**config.mk**
```make
export PLATFORM = sky130hd
export DESIGN_NAME = pq_cmd_sequencer
export DESIGN_NICKNAME = d
export VERILOG_FILES = /design/src/rtl/pq_cmd_sequencer.sv
export SDC_FILE = /design/constraint.sdc
export NUM_CORES = 1
export LEC_CHECK = 0
export CAP_MARGIN = 20
export CORE_MARGIN = 1
export CORE_UTILIZATION = 42
export DETAILED_ROUTE_END_ITERATION = 12
export GPL_TIMING_DRIVEN = 0
export PLACE_DENSITY = 0.79
export SYNTH_ARGS = -nofsm -noshare
export SYNTH_HDL_FRONTEND = slang
export SYNTH_SLANG_ARGS = --single-unit
```
**constraint.sdc**
```tcl
create_clock -name i_CLK -period 2.15 [get_ports i_CLK]
set_clock_uncertainty 0.2 [all_clocks]
set_input_delay 0.3225 -clock i_CLK [delete_from_list [all_inputs] [get_ports i_CLK]]
set_output_delay 0.3225 -clock i_CLK [all_outputs]
set_load 0.02 [all_outputs]
```
**src/rtl/pq_cmd_sequencer.sv**
```systemverilog
// Command front-end for the register-tree priority queue: legality check, one-cycle
// wrt/read pulses, post-operation idle gap, and one response per accepted command.
module pq_cmd_sequencer #(
   parameter int QUEUE_SIZE = 7,
   parameter int DATA_WIDTH = 16,
   parameter int ENQ_GAP    = $clog2(QUEUE_SIZE),
   parameter int DEQ_GAP    = 2
) (
   input  logic                            i_CLK,
   input  logic                            i_RST,
   input  logic                            i_cmd_valid,
   output logic                            o_cmd_ready,
   input  logic [1:0]                      i_cmd_op,
   input  logic [DATA_WIDTH-1:0]           i_cmd_data,
   output logic                            o_pq_wrt,
   output logic                            o_pq_read,
   output logic [DATA_WIDTH-1:0]           o_pq_data,
   input  logic                            i_pq_full,
   input  logic                            i_pq_empty,
   input  logic [DATA_WIDTH-1:0]           i_pq_data,
   output logic                            o_rsp_valid,
   input  logic                            i_rsp_ready,
   output logic [DATA_WIDTH-1:0]           o_rsp_data,
   output logic [1:0]                      o_rsp_status,
   output logic [$clog2(QUEUE_SIZE+1)-1:0] o_count
);
   localparam int CW   = $clog2(QUEUE_SIZE+1);
   localparam int GMAX = (ENQ_GAP > DEQ_GAP) ? ENQ_GAP : DEQ_GAP;
   localparam int GW   = $clog2(GMAX+1) < 1 ? 1 : $clog2(GMAX+1);

   localparam logic [1:0] OP_ENQ = 2'b00, OP_DEQ = 2'b01, OP_REP = 2'b10;
   localparam logic [1:0] ST_OK = 2'b00, ST_FULL = 2'b01, ST_EMPTY = 2'b10, ST_ILL = 2'b11;

   typedef enum logic [1:0] {IDLE, PULSE, GAP} state_t;

   state_t          state, state_nxt;
   logic [GW-1:0]   gap_cnt;
   logic            accept, legal;
   logic [1:0]      status;

   assign accept = i_cmd_valid && o_cmd_ready;
   assign legal  = (status == ST_OK);

   always_comb begin
      status = ST_OK;
      case (i_cmd_op)
         OP_ENQ:         if (i_pq_full)  status = ST_FULL;
         OP_DEQ, OP_REP: if (i_pq_empty) status = ST_EMPTY;
         default:        status = ST_ILL;
      endcase
   end

   always_ff @(posedge i_CLK or posedge i_RST) begin
      if (i_RST) state <= IDLE;
      else       state <= state_nxt;
   end

   // Gap counter holds its loaded value through PULSE, so a zero gap skips GAP entirely.
   always_comb begin
      state_nxt = state;
      case (state)
         IDLE:    if (accept && legal) state_nxt = PULSE;
         PULSE:   state_nxt = (gap_cnt == '0) ? IDLE : GAP;
         GAP:     if (gap_cnt <= GW'(1)) state_nxt = IDLE;
         default: state_nxt = IDLE;
      endcase
   end

   always_comb begin
      o_cmd_ready = !i_RST && (state == IDLE) && !o_rsp_valid;
   end

   always_ff @(posedge i_CLK or posedge i_RST) begin
      if (i_RST) begin
         gap_cnt      <= '0;
         o_pq_wrt     <= 1'b0;
         o_pq_read    <= 1'b0;
         o_pq_data    <= '0;
         o_rsp_valid  <= 1'b0;
         o_rsp_data   <= '0;
         o_rsp_status <= ST_OK;
         o_count      <= '0;
      end else begin
         o_pq_wrt  <= 1'b0;
         o_pq_read <= 1'b0;
         if (state == GAP && gap_cnt != '0) gap_cnt <= gap_cnt - GW'(1);

         if (accept) begin
            o_rsp_valid  <= 1'b1;
            o_rsp_status <= status;
            o_rsp_data   <= (legal && i_cmd_op != OP_ENQ) ? i_pq_data : '0;
            if (legal) begin
               o_pq_wrt  <= (i_cmd_op != OP_DEQ);
               o_pq_read <= (i_cmd_op != OP_ENQ);
               o_pq_data <= i_cmd_data;
               gap_cnt   <= (i_cmd_op == OP_ENQ) ? GW'(ENQ_GAP) : GW'(DEQ_GAP);
               if (i_cmd_op == OP_ENQ && o_count != CW'(QUEUE_SIZE)) o_count <= o_count + CW'(1);
               if (i_cmd_op == OP_DEQ && o_count != '0)              o_count <= o_count - CW'(1);
            end
         end else if (o_rsp_valid && i_rsp_ready) begin
            o_rsp_valid <= 1'b0;
         end
      end
   end
endmodule

```
==> metrics, run 1 <==
initial DRC count=42; NetSw=996 µW; Post-Syn Area=1900 µm²; top_reg_cell synth=dfrtp_1; global route hottest layer=met2; Setup Crit Path Kind=input pin to flop; initial antenna violation count=0; Final WS setup=0.0280 ns; Clk Latency, worst-skew pair=0.29 ns; IO buf count=80; cts hold-fix bufs=0; highest clock rate=0.471 GHz; area added between synthesis and finish=61.4%; GR Layer Usage met2=33.2%; vias in the first global route=1601; Cells after Synth=176; total chip power=2.97 mW; Comb pwr share=41.2%; final setup fails=0; layout cell share with drive strength beyond 1=17.6%; Final ANT Viol Nets=0; die area=4790 µm²; # diodes=0; first-pass GRT wire length=7420 µm; CTS max path bufs=2; Critical Path RT=2.13 ns; GR Util All Layers=19.6%; worst vdd ir=469 µV; worst-path fanout max=5; Design Area, Final=3060 µm²; Clk Tree Root Cell=clkbuf_8; Switching Share=33.5%; H-tree depth=2; clock share of power=17.9%; min Tclk post-route=2.12 ns; share of synthesized registers carrying an async set or reset=100%; Slew @ Worst Pin=0.395 ns; detailed-route via count=1567; core area=4350 µm²; top-area cell type share of the netlist area=58.1%; Yosys warnings=0; Initial Utilization=43.5%; Congestion Overflow GR=0; Max-slew headroom=73.7%; EDFF count, synth=0; CTS tree=yes; Final #Nets=317; CP Capture Type=flop; P_int=1.97 mW; area post-placement=2860 µm²; Die Width=69.2 µm; RD Place Congestion=0.761; met3 usage=5.96%; Final Max Slew Viols=0; area leader, netlist=dfrtp_1; met1 usage=24.0%; hpwl dp=2970 µm; Avg Cell Area, Syn=10.8 µm²; DRT Pass-1 Iters=4; Fin. Hold Viols=0; max cap viols=0; most numerous cell in the Yosys netlist=dfrtp_1; sequential share of power=40.9%; Clock transition at path regs=0.08 ns; P per Cell Area=971 nW/µm²; total I/O pin count=81; Seq/Total Area, Yosys=58.1%; Residual DRC=0; WL per Instance=13.1 µm; post-synthesis net count=222; CTS Buf Count=5; FF+latch count, synth=44; Yosys cell types=26; largest net degree at the start of global routing=35; Min Hold Slack=0.154 ns; Area contributors post-synth=dfrtp_1 58%, mux2_1 10%, nand2_1 7.7%; status=finished clean; Leak=1.34 nW; Vias/cell=4.84; Commonest cells post-synth=44 x dfrtp_1, 39 x nand2_1, 24 x o21ai_0; Hold Crit Class=input pin to asynchronous set/reset pin; Cell Rows=24; Place WS=-0.544 ns; # clock sinks=44; Worst Path Arrival=2.10 ns; die height=69.2 µm; post-route clock period utilization=98.7%; DRT Wirelength=4230 µm; Worst setup SP type=input pin
area by class of cell:
class                           count  area, µm²
Multi-Input combinational cell    115        812
Tap cell                           52       65.1
Clock inverter                      2       10.0
Sequential cell                    44       1100
Clock buffer                        6       82.6
Inverter                            9       33.8
Timing Repair Buffer               89        906
Buffer                              7       48.8
Fill cell                         328       1290
metal layers:
metal  part of all wire [%]  up-vias
li1                       -      769
met1                     44      737
met2                     49       54
met3                    6.1        7
met4                   0.99        0
met5                      0        -
worst max-delay path, cell delays in order:
cell             delay (ns)
clkdlybuf4s15_1        0.17
inv_2                  0.11
ha_4                   0.22
or4b_4                 0.49
a21oi_4                0.21
buf_6                  0.15
buf_8                  0.12
mux2_4                 0.30
power groups by stage:
stage / Sequential (mW) / Clock, mW / Combinational [mW]
after floorplan: 1.47 / 0 / 0.389
after global placement: 1.22 / 0 / 1.19
after detailed placement: 1.23 / 0 / 1.21
final: 1.22 / 0.531 / 1.22
after CTS: 1.21 / 0.541 / 1.23
after global routing: 1.26 / 0.579 / 1.32
sequential cells by signal (all words and copies together), names as in the netlist:
signal / flops
o_pq_data: 16
o_rsp_data: 16
o_count: 3
gap_cnt: 2
o_rsp_status: 2
state: 2
o_pq_read: 1
o_pq_wrt: 1
o_rsp_valid: 1
layout by cell type, fill, tap and decap left out, types with 2 or more instances in the layout:
cell type,n
inv_2,4
nand2_1,39
mux2_1,7
clkdlybuf4s50_1,77
buf_4,4
ha_4,2
clkbuf_2,4
a21oi_1,4
o21ai_0,24
nor2_1,6
xnor2_1,2
clkbuf_1,2
dfrtp_1,44
ha_2,2
inv_1,5
clkbuf_8,6
mux2_4,10
buf_6,4
clkinv_2,2
ha_1,2
path summary, 6_finish.rpt:
check / start / endpoint / slack, ns / depth (start not counted)
worst max-delay path: i_cmd_op[1] / o_pq_data[2] / 0.03 / 8
worst min-delay path: i_RST / o_pq_data[8] / 0.15 / 2
worst max register to register: state[0] / o_pq_data[2] / 0.17 / 6
worst min register to register: o_rsp_data[4] / o_rsp_data[4] / 0.28 / 2
max in group asynchronous: i_RST / o_pq_data[7] / 1.15 / 3
min in group i_CLK: i_cmd_op[0] / o_pq_wrt / 0.27 / 3
what timing repair did:
action                                 4_1_cts  5_1_grt
setup endpoints to repair                   29       36
endpoints found under the hold margin        0        0
gates cloned                                 2        0
gates resized for setup                     10       15
setup buffers                                6        0
pin swaps                                    3        4
stage by stage:
step                utilization [%]  setup TNS (ns)  std cells
floorplan                         -               0        176
global placement               65.2          -31.28        308
detailed placement             65.7          -16.89        309
CTS                            69.9               0        325
global route                   70.3       -0.000214        324
finish                         70.3               0        324
kinds of logic after synthesis:
group                    count (synthesis)  share of synthesized area [%]
AND/OR/NAND/NOR                         57                           13.3
flip-flops                              44                           58.1
AO/OA/AOI/OAI                           32                           9.11
multiplexers                            18                           10.6
buffers and inverters                   17                           3.96
adder cells (fa/ha/maj)                  6                           3.96
XOR/XNOR                                 2                          0.924
No activity file was read; power rests on OpenSTA's default activity.
==> run 2, diff against run 1 <==
PLACE_DENSITY = 0.87   (was 0.79)
==> run 2 against run 1 <==
Hold slack better by 0.13 ns. Critical path type unchanged. Global-route usage down 0.30 points. Final cell count down 0.62%. Final area up 1.6%. Core utilization up 1.1 points. Count of clock-buffer cells in the layout down 1. First-iteration DRC count up 79%. Sequential power about the same. Critical path depth unchanged. Critical endpoint unchanged. Largest power group is now combinational logic.
==> metrics, run 2 (same netlist as run 1, synthesis figures left out) <==
total I/O pin count=81 (unchanged); Final #Nets=315 (-0.63%); detailed-route via count=1587 (+1.3%); # clock sinks=44 (unchanged); Clk Latency, worst-skew pair=0.29 ns (about the same); highest clock rate=0.466 GHz (-1.1%); R2R cell count=6 (unchanged); Cell Rows=24 (unchanged); Clock transition at path regs=0.08 ns (about the same); Final WS setup=0.00517 ns (-0.0228 ns); worst vdd ir=551 µV (+17%); DRT Wirelength=4310 µm (+1.7%); Residual DRC=0 (unchanged); first-pass GRT wire length=7370 µm (-0.65%); Clk Tree Root Cell=clkbuf_8; RD Place Congestion=0.767 (+0.71%); initial antenna violation count=0 (unchanged); min Tclk post-route=2.14 ns (+0.0228 ns); area added between synthesis and finish=64.0%; worst-path fanout max=5 (unchanged); IO buf count=80 (unchanged); global route hottest layer=met2; Setup Crit Path Kind=input pin to flop; clock share of power=25.9% (+8.0 points); met1 usage=25.8% (+1.8 points); core area=4350 µm² (unchanged); die height=69.2 µm (unchanged); CTS Buf Count=5 (unchanged); status=finished clean; die area=4790 µm² (unchanged); Design Area, Final=3110 µm² (+1.6%); met3 usage=6.54% (+0.58 points); Die Width=69.2 µm (unchanged); GR Util All Layers=19.3% (-0.30 points); Worst setup SP type=input pin; CP Capture Type=flop; GR Layer Usage met2=30.0% (-3.2 points); Fin. Hold Viols=0 (unchanged); hpwl dp=2950 µm (-0.45%); Final Max Slew Viols=0 (unchanged); P per Cell Area=1060 nW/µm² (+9.6%); Multi-input gate area=815 µm² (+0.31%); layout cell share with drive strength beyond 1=15.9% (-1.7 points); Reg area=1100 µm² (unchanged); Final ANT Viol Nets=0 (unchanged); Finished Layout Cells=322 (-0.62%); H-tree depth=2 (unchanged); Critical Path RT=2.12 ns (about the same); Worst Path Arrival=2.12 ns (+0.02 ns); CTS tree=yes; Leak=1.35 nW (+0.86%); Inst Count DP=308 (-0.32%); most frequent cells in the layout=77 x clkdlybuf4s50_1, 44 x dfrtp_1, 39 x nand2_1, 24 x o21ai_0, 10 x mux2_4; Max-slew headroom=40.8% (-33 points); vias in the first global route=1541 (-3.7%); WL per Instance=13.4 µm (+2.3%); Congestion Overflow GR=0 (unchanged); Top Registers=o_pq_data (16), o_rsp_data (16), o_count (3); area post-placement=2840 µm² (-0.70%); most common cell after layout, fill and taps aside=clkdlybuf4s50_1; Comb pwr share=37.3% (-3.9 points); NetSw=1.01 mW (+1.4%); final setup fails=0 (unchanged); CTS max path bufs=2 (unchanged); # diodes=0 (unchanged); Min Hold Slack=0.287 ns (+0.133 ns); max cap viols=0 (unchanged); RSZ-0062 raised after global routing=true; P_int=2.30 mW (+16%); DRT Pass-1 Iters=6 (+2); initial DRC count=75 (+79%); Vias/cell=4.93 (+1.9%); Hold Crit Class=flop to flop; Switching Share=30.5% (-3.0 points); Initial Utilization=43.5% (unchanged); Layout fillers=317 (-3.4%); Place WS=-0.550 ns (-0.00624 ns); total chip power=3.31 mW (+11%); Worst Hold Depth=1; largest net degree at the start of global routing=45 (+29%); Slew @ Worst Pin=0.887 ns (+0.492 ns); sequential share of power=36.8% (-4.1 points); post-route clock period utilization=99.8% (+1.1 points)
[run 2: cell count changes in the layout (fill, tap and decap cells not counted), sizes merged]
cell / before / now
clkbuf: 12 / 10
clkdlybuf4s15: 1 / 2
bufinv: 0 / 3
buf: 11 / 9
clkinv: 2 / 0
[run 2: what timing repair did]
item | in CTS | in global routing
resized for setup | 9 | 12
buffers inserted | 3 | 2
pin swaps | 3 | 3
setup endpoints to repair | 29 | 36
cloned | 1 | 0
hold buffers | 0 | 0
[run 2: through the flow]
| step | util (%) | setup TNS [ns] |
|---|---|---|
| after floorplan | - | 0 |
| after global placement | 65.2 | -30.34 |
| after detailed placement | 65.2 | -16.44 |
| after CTS | 70.3 | 0 |
| after global routing | 71.4 | -0.141 |
| final | 71.4 | 0 |
[run 2: final timing paths]
path / startpoint / to / slack [ns]
max: i_cmd_op[0] / o_pq_data[2] / 0.005
min: o_pq_data[0] / o_pq_data[0] / 0.29
max reg2reg: state[0] / o_pq_data[2] / 0.16
min reg2reg: o_pq_data[0] / o_pq_data[0] / 0.29
max in group asynchronous: i_RST / o_pq_data[15] / 0.76
min in group asynchronous: i_RST / o_pq_data[7] / 0.44
[run 2: layer usage]
metal  routed length (µm)  vias to the layer above
met5                    0                        -
met2                 2090                       59
met1                 1870                      755
met4                   74                        0
li1                     -                      765
met3                  273                        8
[run 2: worst max-delay path, cell delays in order]
cell and delay (ns):
clkdlybuf4s15_1 0.20, inv_2 0.11, ha_4 0.21, or4b_4 0.50, a21oi_4 0.19, buf_6 0.15, buf_8 0.13, mux2_4 0.30
[run 2: layout make-up]
type	instances	share of cell area (%)
timing repair buffer	86	28.1
clock inverter	3	2.90
inverter	9	1.09
multi-input combinational	115	26.2
sequential	44	35.4
tap	52	2.09
buffer	8	2.01
clock buffer	5	2.21
[run 2: power by group through the flow]
| stage | Sequential [mW] | Combinational, mW | Clock [mW] |
|---|---|---|---|
| 4_1_cts | 1.21 | 1.23 | 0.876 |
| 6_report | 1.22 | 1.23 | 0.856 |
| 2_1_floorplan | 1.47 | 0.389 | 0 |
| 5_1_grt | 1.25 | 1.33 | 0.913 |
| 3_3_place_gp | 1.22 | 1.19 | 0 |
| 3_5_place_dp | 1.23 | 1.22 | 0 |
